### config.mk
export PLATFORM = sky130hd
export DESIGN_NAME = multistream_dispatch_ctrl
export DESIGN_NICKNAME = d
export VERILOG_FILES = /design/src/rtl/multistream_pkg.sv /design/src/rtl/multistream_dispatch_ctrl_serial_mod_unit.sv /design/src/rtl/multistream_dispatch_ctrl.sv
export SDC_FILE = /design/constraint.sdc
export NUM_CORES = 1
export LEC_CHECK = 0
export CORE_ASPECT_RATIO = 0.9
export CORE_MARGIN = 4
export CORE_UTILIZATION = 55
export DETAILED_ROUTE_END_ITERATION = 8
export HOLD_SLACK_MARGIN = 0.05
export MAX_ROUTING_LAYER = met4
export PLACE_DENSITY = 0.85
export SLEW_MARGIN = 30
export SYNTH_ARGS = -nofsm -noshare
export SYNTH_HDL_FRONTEND = slang
export SYNTH_HIERARCHICAL = 1
export SYNTH_SLANG_ARGS = --single-unit
### constraint.sdc
create_clock -name clk -period 38 [get_ports clk]
set_clock_uncertainty 0.05 [all_clocks]
set_input_delay 5.7 -clock clk [delete_from_list [all_inputs] [get_ports clk]]
set_output_delay 5.7 -clock clk [all_outputs]
set_load 0.05 [all_outputs]
### src/rtl/multistream_pkg.sv
// multistream_pkg: register map, FSM states and STATUS bit positions for the dispatch controller
package multistream_pkg;
    localparam logic [31:0] REG_DIVISOR = 32'h00;
    localparam logic [31:0] REG_CNT1    = 32'h04;
    localparam logic [31:0] REG_CNT2    = 32'h08;
    localparam logic [31:0] REG_STATUS  = 32'h0C;
    localparam logic [31:0] REG_CLEAR   = 32'h10;
    localparam int STATUS_ERR_DIV0 = 0;
    localparam int STATUS_BUSY     = 1;
    typedef enum logic [1:0] {IDLE, CALC, ROUTE} state_t;
endpackage

### src/rtl/multistream_dispatch_ctrl_serial_mod_unit.sv
// serial_mod_unit: NUM_BITS-cycle MSB-first restoring modulo of a key by a 32-bit divisor
module serial_mod_unit #(
    parameter int NUM_BITS = 4
) (
    input  logic                clk,
    input  logic                rst,
    input  logic                i_start,
    input  logic [NUM_BITS-1:0] i_key,
    input  logic [31:0]         i_div,
    output logic                o_done,
    output logic [NUM_BITS:0]   o_rem
);
    localparam int CW = $clog2(NUM_BITS + 1);
    logic [NUM_BITS-1:0] r_rem;
    logic [NUM_BITS-1:0] r_key;
    logic [CW-1:0]       r_cnt;
    logic                r_busy;
    logic [NUM_BITS:0]   w_shift;
    // The remainder stays below the divisor, so it always fits NUM_BITS bits between steps;
    // o_rem is the result of the current step, letting the caller act on the last one immediately.
    assign w_shift = {r_rem, r_key[NUM_BITS-1]};
    assign o_rem   = (33'(w_shift) >= {1'b0, i_div}) ? w_shift - i_div[NUM_BITS:0] : w_shift;
    assign o_done  = r_busy && (r_cnt == CW'(NUM_BITS - 1));
    // Load the key on start, then shift one key bit into the partial remainder per cycle
    always_ff @(posedge clk or posedge rst) begin
        if (rst) begin
            r_rem  <= '0;
            r_key  <= '0;
            r_cnt  <= '0;
            r_busy <= 1'b0;
        end else if (i_start) begin
            r_rem  <= '0;
            r_key  <= i_key;
            r_cnt  <= '0;
            r_busy <= 1'b1;
        end else if (r_busy) begin
            r_rem  <= o_rem[NUM_BITS-1:0];
            r_key  <= r_key << 1;
            r_cnt  <= r_cnt + CW'(1);
            r_busy <= !o_done;
        end
    end
endmodule

### src/rtl/multistream_dispatch_ctrl.sv
// multistream_dispatch_ctrl: routes stream words by key divisibility, with PicoBus divisor/counter registers
module multistream_dispatch_ctrl
    import multistream_pkg::*;
#(
    parameter int          NUM_BITS  = 4,
    parameter int          DATA_W    = 128,
    parameter logic [31:0] BASE_ADDR = 32'h0
) (
    input  logic              clk,
    input  logic              rst,
    input  logic              s1i_valid,
    output logic              s1i_rdy,
    input  logic [DATA_W-1:0] s1i_data,
    output logic              s1o_valid,
    input  logic              s1o_rdy,
    output logic [DATA_W-1:0] s1o_data,
    output logic              s2o_valid,
    input  logic              s2o_rdy,
    output logic [DATA_W-1:0] s2o_data,
    input  logic [31:0]       PicoAddr,
    input  logic [31:0]       PicoDataIn,
    input  logic              PicoWr,
    input  logic              PicoRd,
    output logic [31:0]       PicoDataOut
);
    state_t              r_state;
    logic [DATA_W-1:0]   r_data;
    logic [31:0]         r_div, r_divisor, r_cnt1, r_cnt2;
    logic                r_err;
    logic                w_accept, w_start, w_div0, w_inc1, w_inc2, w_clr, w_done;
    logic [NUM_BITS:0]   w_rem;
    logic [31:0]         w_status, w_rdata;
    assign w_accept = (r_state == IDLE) && s1i_valid && s1i_rdy;
    assign w_start  = w_accept && (r_divisor != 32'd0);
    assign w_div0   = w_accept && (r_divisor == 32'd0);
    assign w_inc1   = s1o_valid && s1o_rdy;
    assign w_inc2   = s2o_valid && s2o_rdy;
    assign w_clr    = PicoWr && (PicoAddr == BASE_ADDR + REG_CLEAR);
    serial_mod_unit #(.NUM_BITS(NUM_BITS)) u_mod (
        .clk     (clk),
        .rst     (rst),
        .i_start (w_start),
        .i_key   (s1i_data[NUM_BITS-1:0]),
        .i_div   (r_div),
        .o_done  (w_done),
        .o_rem   (w_rem)
    );
    // Assemble STATUS and the read mux; unmapped offsets read as zero
    always_comb begin
        w_status                  = '0;
        w_status[STATUS_ERR_DIV0] = r_err;
        w_status[STATUS_BUSY]     = (r_state != IDLE);
        w_rdata = (PicoAddr == BASE_ADDR + REG_DIVISOR) ? r_divisor :
                  (PicoAddr == BASE_ADDR + REG_CNT1)    ? r_cnt1 :
                  (PicoAddr == BASE_ADDR + REG_CNT2)    ? r_cnt2 :
                  (PicoAddr == BASE_ADDR + REG_STATUS)  ? w_status : 32'd0;
    end
    // Register block: divisor writes, counters where CLEAR beats a coincident increment, registered read data
    always_ff @(posedge clk or posedge rst) begin
        if (rst) begin
            r_divisor   <= 32'd2;
            r_cnt1      <= '0;
            r_cnt2      <= '0;
            r_err       <= 1'b0;
            PicoDataOut <= '0;
        end else begin
            if (PicoWr && (PicoAddr == BASE_ADDR + REG_DIVISOR)) r_divisor <= PicoDataIn;
            r_cnt1      <= w_clr ? '0 : r_cnt1 + {31'd0, w_inc1};
            r_cnt2      <= w_clr ? '0 : r_cnt2 + {31'd0, w_inc2};
            r_err       <= !w_clr && (r_err || w_div0);
            PicoDataOut <= PicoRd ? w_rdata : '0;
        end
    end
    // Dispatch FSM: accept a word, wait for the modulo (skipped for a zero divisor), hold it on one output
    always_ff @(posedge clk or posedge rst) begin
        if (rst) begin
            r_state   <= IDLE;
            r_data    <= '0;
            r_div     <= '0;
            s1i_rdy   <= 1'b0;
            s1o_valid <= 1'b0;
            s2o_valid <= 1'b0;
            s1o_data  <= '0;
            s2o_data  <= '0;
        end else begin
            case (r_state)
                IDLE: begin
                    s1i_rdy <= 1'b1;
                    if (w_accept) begin
                        r_data  <= s1i_data;
                        r_div   <= r_divisor;
                        s1i_rdy <= 1'b0;
                        if (w_div0) begin
                            s1o_valid <= 1'b1;
                            s1o_data  <= s1i_data;
                            r_state   <= ROUTE;
                        end else begin
                            r_state <= CALC;
                        end
                    end
                end
                CALC: begin
                    if (w_done) begin
                        if (w_rem == '0) begin
                            s2o_valid <= 1'b1;
                            s2o_data  <= r_data;
                        end else begin
                            s1o_valid <= 1'b1;
                            s1o_data  <= r_data;
                        end
                        r_state <= ROUTE;
                    end
                end
                ROUTE: begin
                    if (w_inc1 || w_inc2) begin
                        s1o_valid <= 1'b0;
                        s2o_valid <= 1'b0;
                        s1i_rdy   <= 1'b1;
                        r_state   <= IDLE;
                    end
                end
                default: r_state <= IDLE;
            endcase
        end
    end
endmodule
# After elaboration in Yosys (flattened, before gate mapping)
# Index checks and enable logic that the tools add are counted.
dict set report totals {
  input_bits 199
  ff_bits 562
  word_cells 105
  output_inout_bits 291
}
dict set report classes {
  n_eq_ne 13
  reduce_logical 32
  n_mux 38
  n_addsub 4
  n_lt_le_gt_ge 1
}
# op count
set ops {}
lappend ops {{2-to-1 mux 128 bit} 4}
lappend ops {{one-hot mux 128 bit (2 select lines)} 1}
lappend ops {{2-to-1 mux 32 bit} 6}
lappend ops {{adder 32 x 1 -> 32 bit} 2}
lappend ops {{== test 32 x 4 -> 1 bit (second input constant)} 2}
lappend ops {{logical NOT 32 bit} 2}
lappend ops {{== test 32 x 3 -> 1 bit (second input constant)} 1}
lappend ops {{== test 32 x 5 -> 1 bit (second input constant)} 1}
lappend ops {{>= comparator 5 x 32 -> 1 bit} 1}
lappend ops {{nonzero test 32 bit} 1}
lappend ops {{2-to-1 mux 4 bit} 4}
lappend ops {{2-to-1 mux 1 bit} 11}
lappend ops {{logical AND 1 bit} 10}
lappend ops {{2-to-1 mux 2 bit} 5}
lappend ops {{!= test 2 bit (second input constant)} 5}
lappend ops {{nonzero test 2 bit} 5}
lappend ops {{2-to-1 mux 3 bit} 2}
lappend ops {{one-hot mux 2 bit (3 select lines)} 1}
lappend ops {{AND reduction 3 bit} 2}
lappend ops {{AND reduction 6 bit} 1}
lappend ops {{logical NOT 5 bit} 1}
lappend ops {{2-to-1 mux 5 bit} 1}
lappend ops {{AND reduction 5 bit} 1}
lappend ops {{subtractor 5 bit} 1}
lappend ops {{other kinds (13)} 17}

# Depth between registers and ports, before layout
dict set report depth {
  depth_word 7
  mapped_depth 17
  mapped_depth_nobuf 14
}

# Modules after synthesis
# Netlist, hierarchy kept.
# module cells_each area_each_um2 n_inst seq_area_each_um2
set modules_own_cells {}
lappend modules_own_cells {multistream_dispatch_ctrl 2164 23019.6 1 13764.5}
lappend modules_own_cells {serial_mod_unit 106 953.4 1 300.3}

# Least setup slack after synthesis
# No wires, ideal clock.
dict set report synth_path {
  path_type {input-to-reg}
  from {input port PicoAddr[16]}
  to {register r_divisor[0]}
  setup_ns 0.125
  required_time_ns 37.825
  arrival_time_ns 7.554
  path_buffers 2
  path_slack_ns 30.271
  stages 7
  path_cell_list {or4_1 or4_1 nor3_2 and3_1 clkbuf_2 buf_6 mux2_2}
}
dict set report synth_between {
  elab_chain_len 2
}
# item line_no
set synth_lines {}
lappend synth_lines {{start, declared} multistream_dispatch_ctrl.sv:20} ;# input logic [31:0] PicoAddr,
lappend synth_lines {{logical NOT 32 bit} multistream_dispatch_ctrl.sv:67} ;# if (PicoWr && (PicoAddr == BASE_ADDR + REG_DIVISOR)) r_divisor <= PicoDataIn;
lappend synth_lines {{logical AND 1 bit} multistream_dispatch_ctrl.sv:67}
lappend synth_lines {{end signal, assigned} multistream_dispatch_ctrl.sv:67}
lappend synth_lines {{end, declared} multistream_dispatch_ctrl.sv:28} ;# logic [31:0] r_div, r_divisor, r_cnt1, r_cnt2;
# No other way between the ends.
# A chain may end at the register's enable or synchronous reset.

# Worst setup path after layout
dict set report layout_path {
  from {input port s1i_valid}
  to {register s1o_data[49]}
}
dict set report layout_between {
  elab_chain_len 5
  word_cells_on_any_way 6
  classes_between {2 x eq/ne; 4 x reduce/logical}
}
# item line_no
set layout_lines {}
lappend layout_lines {{start, declared} multistream_dispatch_ctrl.sv:11} ;# input logic s1i_valid,
lappend layout_lines {{logical AND 1 bit (*) (2 in a row)} multistream_dispatch_ctrl.sv:33} ;# assign w_accept = (r_state == IDLE) && s1i_valid && s1i_rdy;
lappend layout_lines {{logical AND 1 bit} multistream_dispatch_ctrl.sv:35} ;# assign w_div0 = w_accept && (r_divisor == 32'd0);
lappend layout_lines {{!= test 2 bit (no source line)} -}
lappend layout_lines {{AND reduction 5 bit (no source line) (*)} -}
lappend layout_lines {{end signal, assigned} multistream_dispatch_ctrl.sv:95} ;# s1o_data <= s1i_data;
lappend layout_lines {{end signal, assigned} multistream_dispatch_ctrl.sv:109} ;# s1o_data <= r_data;
lappend layout_lines {{end, declared} multistream_dispatch_ctrl.sv:16} ;# output logic [DATA_W-1:0] s1o_data,
# Every way passes the cells marked *; elsewhere a longest branch is shown, timed or not.

==> metrics.md <==
| Metric | Value |
|---|---|
| First-pass GRT wire length | `112000 um` |
| Vias per std cell | `5.87` |
| Max-Cap Viols | `0` |
| Clk pin slew, worst setup/hold paths | `0.06 ns` |
| Post-synthesis xor/xnor area fraction | `1.75%` |
| Syn avg cell area | `10.6 um2` |
| Die width | `228 um` |
| Synth Area in Compound Gates | `under 10%` |
| Placed cell count | `3196` |
| Worst setup SP type | `input pin` |
| Max-slew headroom | `32.9%` |
| Setup violators final | `0` |
| Flip-flop and latch count after synthesis | `562` |
| Num ports | `490` |
| Setup total negative slack | `0 ns` |
| Reg area | `0.0141 mm2` |
| Critical path peak fanout | `80` |
| Pwr dens | `67.2 mW/mm2` |
| Grt total ovfl | `0` |
| Post-synthesis mux area share | `13.3%` |
| Clock sinks | `between 500 and 600` |
| Netlist cell types | `54` |
| Clock Latency Late Sink | `0.61 ns` |
| FILL cells | `about 2800` |
| CP Data Arrival Time | `8.77 ns` |
| Post-Syn Nets | `2481` |
| Min-delay worst type | `register to register` |
| Initial antenna violation count | `8` |
| Synth warnings | `6` |
| IO buf count | `489` |
| GR Util All Layers | `roughly 31%` |
| Placer congestion estimate | `0.921` |
| Gate Count Post-Synth | `2270` |
| Area Overhead vs Synth | `30.6%` |
| Pre-CTS WS | `29.08 ns` |
| R2R Setup Slk | `32.84 ns` |
| Core area | `0.0431 mm2` |
| Setup slack after layout | `around 30 ns` |
| Simple-Gate Fraction of Synth Area | `14.3%` |
| CTS Hold Bufs | `0` |
| Number of H-tree levels | `2` |
| CP Capture Type | `register` |
| Area of the multi-input gates | `0.00924 mm2` |
| Hold Crit Start | `r_div[4]$_DFFE_PP0P_` |
| Nets | `2909` |
| Starting Density | `55.7%` |
| Share of layout cells above drive strength 1 | `11.4%` |
| Final Power | `around 0.0021 W` |
| Fin crit period | `8.38 ns` |
| # rows | `slightly above 70` |
| Resized cells post-CTS | `0` |
| CP dominant cell by count | `buf_4` |
| Max frequency | `0.119 GHz` |
| Root Buffer | `clkbuf_16` |
| Number of synthesized flops with an enable pin | `0` |
| WHS Endpoint | `r_div[4]$_DFFE_PP0P_` |
| CP Data Required Time | `38.39 ns` |
| Final Cell Area | `0.0313 mm2` |
| CTS Buf Count | `55` |
| RSZ-0062 raised after global routing | `no` |
| TritonCTS clock tree | `yes` |
| Dpl cell area | `0.0293 mm2` |
| Worst slew pin tran | `1.01 ns` |
| Hold path depth | `2` |
| Residual DRC count | `0` |
| Status | `complete, no violations` |
| Setup bufs post-CTS | `0` |
| Max Slew Vio Count | `0` |
| VDD IR-drop max | `63.3 uV` |
| R2R Path Start | `u_mod/r_key[3]$_DFFE_PP0P_` |
| Crit-path slowest cell | `buf_4` |
| Vias | `just under 20000` |
| Reg-to-Reg End | `s1o_data[49]$_DFFE_PP0P_` |
| Detail Placement HPWL | `about 49000 um` |
| Period Utilization, post-route | `~22%` |
| DRT iter0 DRCs | `1904` |
| CP Cell Sequence | `clkdlybuf4s50_1, nand3_4, o21ai_4, buf_4, and2_4, buf_4, a21oi_1` |
| Die height | `roughly 200 um` |
| Register area share after synthesis | `58.7%` |
| Worst-case reg-to-reg path depth | `15` |
| Post-Syn Area | `0.0240 mm2` |
| Routed len/inst | `22.2 um` |
| Asr flop ratio synth | `100%` |
| Vias in the first global route | `roughly 20000` |
| Router iterations before antenna repair | `5` |
| Ys flop type | `dfrtp_1` |
| Main combinational cell family by area after synthesis | `simple AND/OR/NAND/NOR gates` |
| Antenna Nets Post-Route | `0` |
| Worst setup path class | `input pin to register` |
| Final hold violations | `0` |
| Synth Area in Adders | `0.658%` |
| Lkg Pwr | `14.2 nW` |
| WL final | `73600 um` |
| Final std cells w/o fill | `3309` |
| Die Footprint | `between 0.04 and 0.05 mm2` |
| Largest net degree at the start of global routing | `136` |
| Max clock buf depth | `3` |
| Worst path max stage delay | `0.84 ns` |
## layer usage
metal	vias to the layer above	share of wire, %	global-route usage [%]
li1	8576	-	-
met1	9677	38	38.3
met2	924	49	49.2
met3	233	7.6	6.59
met4	0	5.4	14.3
met5	-	0	-
## cell families after synthesis
kind of cell | Yosys count
buffers and inverters | 183
AO/OA/AOI/OAI | 372
AND/OR/NAND/NOR | 795
multiplexers | 298
flip-flops | 562
XOR/XNOR | 48
adder cells (fa/ha/maj) | 12
## synth_stat cells (all sizes together) (26+ instances only)
library cell	count	share of area (%)
mux2i	135	5.6
dfrtp	561	59
o21ai	31	0.65
nand3	32	0.67
inv	40	0.63
mux2	163	7.7
nor3	37	0.81
a21oi	320	6.7
nor2	105	1.7
xor2	26	0.95
nand2	513	8.0
clkbuf	121	1.9
## cells in the final DEF (no fill, tap or decap), types with 8 or more instances in the layout
cell               n
clkdlybuf4s50_1  488
nor2b_1           11
nor2_2            10
a21oi_1          320
or3_1             14
nor4_1            22
clkbuf_16         56
and4_1             8
mux2i_1          135
clkbuf_8           9
mux2_2           160
o21ai_0           28
nor3_1            35
inv_1             39
xor2_1            26
ha_1              11
buf_4             15
bufinv_16          8
nand3_1           30
and3_1             9
dfrtp_1          561
nor2_1            95
clkbuf_1          10
nand4_1           18
xnor2_1           22
diode_2           11
clkinv_2          11
nand2_1          512
## per-stage QoR
step	hold slack [ns]	utilization, %
after global routing	0.448	72.7
after floorplan	0.396	-
after CTS	0.429	72.6
final	0.426	72.7
after global placement	0.409	67.8
after detailed placement	0.413	68.1
## worst max-delay path: cells and delay by family
kind / cells / cell delay (ns)
AO/OA/AOI/OAI: 2 / 0.27
buffers and inverters: 3 / 1.87
AND/OR/NAND/NOR: 2 / 0.80
## power by group
| group | total [W] | switching [W] | leakage (nW) | internal [W] |
|---|---|---|---|---|
| Sequential | 0.000843 | 0.000107 | 7.21 | 0.000737 |
| Clock | 0.000581 | 0.000238 | 0.951 | 0.000343 |
| Combinational | 0.000680 | 0.000467 | 6.06 | 0.000213 |
## layout make-up
cell class	count	area share (%)
Inverter	40	0.504
Antenna cell	11	0.0879
Timing Repair Buffer	514	16.6
Clock inverter	27	1.18
Tap cell	555	2.22
Sequential cell	562	44.9
Clock buffer	75	4.99
Multi-Input combinational cell	1525	29.5
## registers in the layout (all words and copies together), names as in the netlist, 2 cells and up
register and flops:
r_cnt1 32, r_data 128, s1o_data 128, r_state 2
u_mod/r_key 4, r_div 32, r_cnt2 32, s2o_data 128
u_mod/r_rem 4, PicoDataOut 32, r_divisor 32, u_mod/r_cnt 3
## worst max path at each step
stage / startpoint / to / slack (ns) / cells past startpoint
floorplan: rst / PicoDataOut[0]$_DFF_PP0_ / 16.87 / 1
global placement: s1i_valid / s1o_data[67]$_DFFE_PP0P_ / 29.19 / 7
detailed placement: s1i_valid / s1o_data[49]$_DFFE_PP0P_ / 29.08 / 7
CTS: s1i_valid / s1o_data[49]$_DFFE_PP0P_ / 29.74 / 7
global route: s1i_valid / s1o_data[49]$_DFFE_PP0P_ / 29.58 / 7
finish: s1i_valid / s1o_data[49]$_DFFE_PP0P_ / 29.62 / 7
Note: power is estimated with default switching activity, not from simulation.
